===== src/rtl/pdm_decoder.sv =====
// pdm_decoder: boxcar PDM-to-PCM decimator over 2^K bits with a 1-deep
// valid/ready output register; define PDM_DEC_SYNC_EN for a 2-flop input sync.
module pdm_decoder #(
  parameter int N = 16,
  parameter int K = 8
) (
  input  logic         clk,
  input  logic         rst_n,
  input  logic         sample_en,
  input  logic         pdm_in,
  output logic [N-1:0] pcm_out,
  output logic         pcm_valid,
  input  logic         pcm_ready,
  output logic         overrun,
  input  logic         overrun_clr
);

  logic         bit_in;
  logic [K-1:0] win_cnt;
  logic [K:0]   ones_cnt;
  logic [K:0]   count;
  logic         done;
  logic         xfer;
  logic [N-1:0] scaled;

`ifdef PDM_DEC_SYNC_EN
  logic sync_q1;
  logic sync_q2;

  // Free-running synchronizer for an asynchronous PDM source
  always_ff @(posedge clk) begin
    if (!rst_n) begin
      sync_q1 <= 1'b0;
      sync_q2 <= 1'b0;
    end else begin
      sync_q1 <= pdm_in;
      sync_q2 <= sync_q1;
    end
  end

  assign bit_in = sync_q2;
`else
  assign bit_in = pdm_in;
`endif

  assign count = ones_cnt + {{K{1'b0}}, bit_in};
  assign done  = sample_en && (win_cnt == {K{1'b1}});
  assign xfer  = pcm_valid && pcm_ready;

  // Full window of ones saturates; otherwise left-justify the count
  always_comb begin
    scaled = '0;
    if (count[K]) begin
      scaled = '1;
    end else begin
      scaled = N'(count[K-1:0]) << (N - K);
    end
  end

  // Window and ones counters advance only on strobed bits
  always_ff @(posedge clk) begin
    if (!rst_n) begin
      win_cnt  <= '0;
      ones_cnt <= '0;
    end else if (sample_en) begin
      win_cnt  <= win_cnt + K'(1);
      ones_cnt <= done ? '0 : count;
    end
  end

  // Output register: latest sample wins, overrun flags a lost sample
  always_ff @(posedge clk) begin
    if (!rst_n) begin
      pcm_out   <= '0;
      pcm_valid <= 1'b0;
      overrun   <= 1'b0;
    end else begin
      if (done) begin
        pcm_out   <= scaled;
        pcm_valid <= 1'b1;
      end else if (xfer) begin
        pcm_valid <= 1'b0;
      end
      if (done && pcm_valid && !pcm_ready) begin
        overrun <= 1'b1;
      end else if (overrun_clr) begin
        overrun <= 1'b0;
      end
    end
  end

endmodule


===== config.mk =====
export PLATFORM = sky130hd
export DESIGN_NAME = pdm_decoder
export DESIGN_NICKNAME = d
export VERILOG_FILES = /design/src/rtl/pdm_decoder.sv
export SDC_FILE = /design/constraint.sdc
export NUM_CORES = 1
export LEC_CHECK = 0
export BUFFER_PORTS_ARGS = -buffer_cell sky130_fd_sc_hd__buf_2
export CORE_ASPECT_RATIO = 1.2
export CORE_MARGIN = 1
export CORE_UTILIZATION = 48
export DETAILED_ROUTE_END_ITERATION = 6
export PLACE_DENSITY = 0.8
export SLEW_MARGIN = 10
export SYNTH_ARGS = -nofsm -noshare
export SYNTH_HDL_FRONTEND = slang
export SYNTH_SLANG_ARGS = --single-unit
export TNS_END_PERCENT = 10

===== constraint.sdc =====
create_clock -name clk -period 1.9 [get_ports clk]
set_clock_uncertainty 0.15 [all_clocks]
set_input_delay 0.095 -clock clk [delete_from_list [all_inputs] [get_ports clk]]
set_output_delay 0.095 -clock clk [all_outputs]
set_load 0.005 [all_outputs]

=== After elaboration in Yosys (flattened, before gate mapping) ===
Cells that the tools add are included.

* Divide/modulo/power cells: 0
* Multiply operators: 0
* Bitwise operators: 0
* Reductions and logical operators: 7
* $lt $le $gt $ge: 0
* Shift operators: 0
* Mux-type cells: 6
* Eq/ne operators: 1
* $add $sub $neg: 2

{| class="wikitable"
|+ Operators by type and width
! operator !! count
|-
| 2-to-1 mux 16 bit || 1
|-
| adder 9 x 1 -> 9 bit || 1
|-
| 2-to-1 mux 9 bit || 1
|-
| adder 8 x 1 -> 8 bit (second input constant) || 1
|-
| == test 8 bit (second input constant) || 1
|-
| logical AND 1 bit || 4
|-
| 2-to-1 mux 1 bit || 4
|-
| nonzero test 2 bit || 2
|-
| logical NOT 1 bit || 1
|}

* Memory bits (read-only): 0
* Register bits: 35
* RAM bits: 0
* Bits in latches: 0
* Word-level logic and storage cells: 21
* Input port bits: 6
* Memories kept: 0

=== Logic depth before layout (Yosys ltp) ===
* Depth after elaboration: 5
* Depth in mapped cells: 7
* Gate-level depth less buffers: 6

=== Worst setup path before layout ===
No wires, ideal clock.

* Path kind: register to register
* Start point: register ones_cnt[0]
* End point: register pcm_out[8]
* Data required time: 1.684 ns
* Stages on the path, launching flop included: 8
* Data arrival time: 1.570 ns
* Period minus slack after synthesis: 1.786 ns
* Path slack: 0.114 ns
* Cell sequence: dfxtp_1 > ha_1 > ha_1 > nand3_1 > or3_1 > and3_1 > buf_6 > a21oi_2

* Longest elaborated chain between the ends: 2

{| class="wikitable"
|+ RTL lines
! item !! line !! text
|-
| start, declared || 20 || <nowiki>logic [K:0] ones_cnt;</nowiki>
|-
| start signal, assigned || 67 || <nowiki>ones_cnt <= done ? '0 : count;</nowiki>
|-
| adder 9 x 1 -> 9 bit || 46 || <nowiki>assign count = ones_cnt + {{K{1'b0}}, bit_in};</nowiki>
|-
| 2-to-1 mux 16 bit || 53 || <nowiki>if (count[K]) begin</nowiki>
|-
| end signal, assigned || 79 || <nowiki>pcm_out <= scaled;</nowiki>
|-
| end, declared || 11 || <nowiki>output logic [N-1:0] pcm_out,</nowiki>
|}

No other way between the ends.
A chain may end at the register's enable or synchronous reset.

=== Final worst setup path ===
* Start point: register ones_cnt[0]
* End point: register pcm_out[9]

Same word-level chain as after synthesis.

==> impl_metrics.py <==
metrics = {
    "placed_design": {
        "dp_hpwl_um": 1770,
        "gp_congestion": 0.779,
        "port_buffers": 23,
        "dpl_cell_area_mm2": 0.00141,
        "pre_cts_slack_ns": 0.0112,
    },
    "grt": {
        "grt_pass1_vias": 971,
        "grt_pass1_wl_um": 4310,
        "grt_usage": 0.194,
        "antenna_found_initial": 0,
        "grt_max_degree": 20,
        "grt.overflow.total": 0,
    },
    "timing": {
        "timing.final.crit_period_ns": 1.79,
        "setup_ws_ns": 0.111,
        "hold-worst-slack_ns": 0.0118,
        "relSlewSlack": 0.709,
        "rsz0062_at_grt": "false",
        "fin_setup_tns_ns": 0,
        "setup_viol": 0,
        "max_clock_freq_ghz": 0.559,
        "worst_pin_slew_ns": 0.437,
        "slew_violations": 0,
        "hold_viol": 0,
        "period_share": 0.942,
    },
    "critical_path": {
        "crit_type": "register to register",
        "start_kind": "register",
        "crit_arrival_ns": 1.91,
        "cp.required_ns": 2.02,
        "endpoint_kind": "register",
        "worstPathMaxFanout": 9,
    },
    "route": {
        "viasPerCell": 5.27,
        "routedWlPerCell_um": 12.5,
        "drt_pass1_iterations": 4,
        "drc_errors": 0,
        "ant_nets": 0,
        "wl_um": 2510,
        "vias": 1059,
        "drtIter0Drc": 12,
    },
    "yosys": {
        "synth.avg_cell_area_um2": 8.82,
        "yosys.area_share.simple": 0.196,
        "synth_edf_count": 0,
        "syn_inst": 148,
        "synth_xor_area_frac": 0.0805,
        "synthMuxAreaShare": 0.00767,
        "synth_fa_ha_area_frac": 0.0288,
        "ys_async_sr_fraction": 0,
        "syn-cell-area_mm2": 0.00131,
        "synth_top_family_by_area": "simple AND/OR/NAND/NOR gates",
        "ys_warn_count": 0,
        "yosys_most_used_dff": "dfxtp_1",
        "synth_compound_area_frac": 0.171,
        "synth_cell_types": 33,
        "syn_nets": 157,
        "ys_seq_area_frac": 0.430,
        "ys_ff_latch": 28,
    },
    "power": {
        "netSwitchingFraction": 0.202,
        "p_clk_frac": 0.373,
        "power_leakage_uw": 0.000602,
        "combinationalPowerShare": 0.052,
        "fin_total_pwr_uw": 1040,
        "p_per_area_mw_per_mm2": 697,
        "switchingPower_uw": 210,
        "p_seq_frac": 0.576,
        "internal-power_uw": 832,
        "ir_worst_vdd_uv": 440,
    },
    "job": {
        "maxCapViolCount": 0,
    },
    "layout": {
        "num_antenna_cells": 0,
        "fin_nets": 178,
        "area_growth_syn_to_layout_pct": 14.6,
        "stdcell_area_mm2": 0.00150,
        "final_common_cell": "dfxtp_1",
        "drive_gt1_frac": 0.250,
        "final_cell_mix": "28 x dfxtp_1, 23 x buf_2, 14 x o21ai_0",
    },
    "floorplan": {
        "start_util": 0.511,
        "die_w_um": 49.6,
        "rows": 20,
        "core-area_mm2": 0.00255,
        "die_y_um": 59.1,
        "num_io_pins": 24,
        "dieArea_mm2": 0.00293,
    },
    "clock_network": {
        "numCtsBuffers": 3,
        "post_cts_buffers": 0,
        "htreeDepth": 1,
        "clk_latency_ns": 0.33,
        "clk_path_buf_depth": 2,
        "clock-root-buffer": "clkbuf_4",
        "tritoncts": "yes",
        "clk_pin_slew_ns": 0.15,
        "cts_sinks": 28,
    },
    "status": {
        "run_status": "complete, no violations",
    },
    "hold_path": {
        "hp-class": "input port to register",
    },
}
cells in the mapped netlist (4+ instances only):
cell	number	area share
a21oi_1	4	0.015
a21oi_2	8	0.054
buf_4	7	0.040
clkbuf_1	6	0.017
dfxtp_1	28	0.43
inv_1	6	0.017
nand2_1	7	0.020
nand3_1	7	0.027
nand4_1	4	0.019
nor2_1	12	0.035
o21ai_0	14	0.054
xnor2_1	6	0.040
xor2_1	6	0.040
registers in the layout, indices dropped and copies added, names as in the netlist:
register,flops
pcm_out,9
win_cnt,8
overrun,1
ones_cnt,9
pcm_valid,1
worst max-delay path, cell delays in order, from the launching register on:
cell and delay [ns]:
dfxtp_1 0.36, ha_1 0.17, ha_1 0.18, nand3_1 0.13, or3_1 0.35, and3_4 0.25, a21oi_2 0.14
stage by stage:
step | std cells | utilization
after floorplan | 148 | -
after global placement | 194 | 0.551
after detailed placement | 194 | 0.551
after CTS | 201 | 0.584
after global routing | 201 | 0.586
final | 201 | 0.586
repair_timing:
action                     in CTS  in global routing
hold buffers                    3                  0
setup endpoints to repair       9                  9
hold endpoints to repair        3                  0
resized for setup               1                  1
worst paths after layout:
check        cells past startpoint          to  slack (ns)         from
min                              4  pcm_out[8]        0.01       pdm_in
max reg2reg                      6  pcm_out[9]        0.11  ones_cnt[0]
max                              6  pcm_out[9]        0.11  ones_cnt[0]
min reg2reg                      2     overrun        0.33      overrun
cell type report:
class                           count  area, um^2
Fill cell                         253        1060
Multi-Input combinational cell     99         636
Sequential cell                    28         561
Timing Repair Buffer               31         183
Tap cell                           33        41.3
Clock inverter                      1        30.0
Clock buffer                        3        22.5
Inverter                            6        22.5
metal layers:
| metal | vias up | track usage | routed length (um) |
|---|---|---|---|
| met5 | - | 0 | 0 |
| met4 | 0 | 0.0735 | 15 |
| met3 | 2 | 0.0308 | 82 |
| met2 | 22 | 0.363 | 1340 |
| met1 | 493 | 0.220 | 1070 |
| li1 | 542 | - | - |
cell families (layout without fill, tap and decap cells):
family | after synthesis | after routing
simple gates | 48 | 48
xor+xnor | 12 | 12
compound gates | 35 | 35
fa+ha+maj | 3 | 3
flops | 28 | 28
buf+inv | 21 | 41
mux | 1 | 1
power groups by stage:
stage | clock [uW] | sequential, uW | combinational (uW)
floorplan | 0 | 611 | 36.6
global route | 420 | 601 | 61.0
global placement | 0 | 612 | 47.1
detailed placement | 0 | 612 | 49.3
finish | 388 | 600 | 53.8
CTS | 395 | 600 | 54.2
Note: power is estimated with default switching activity, not from simulation.
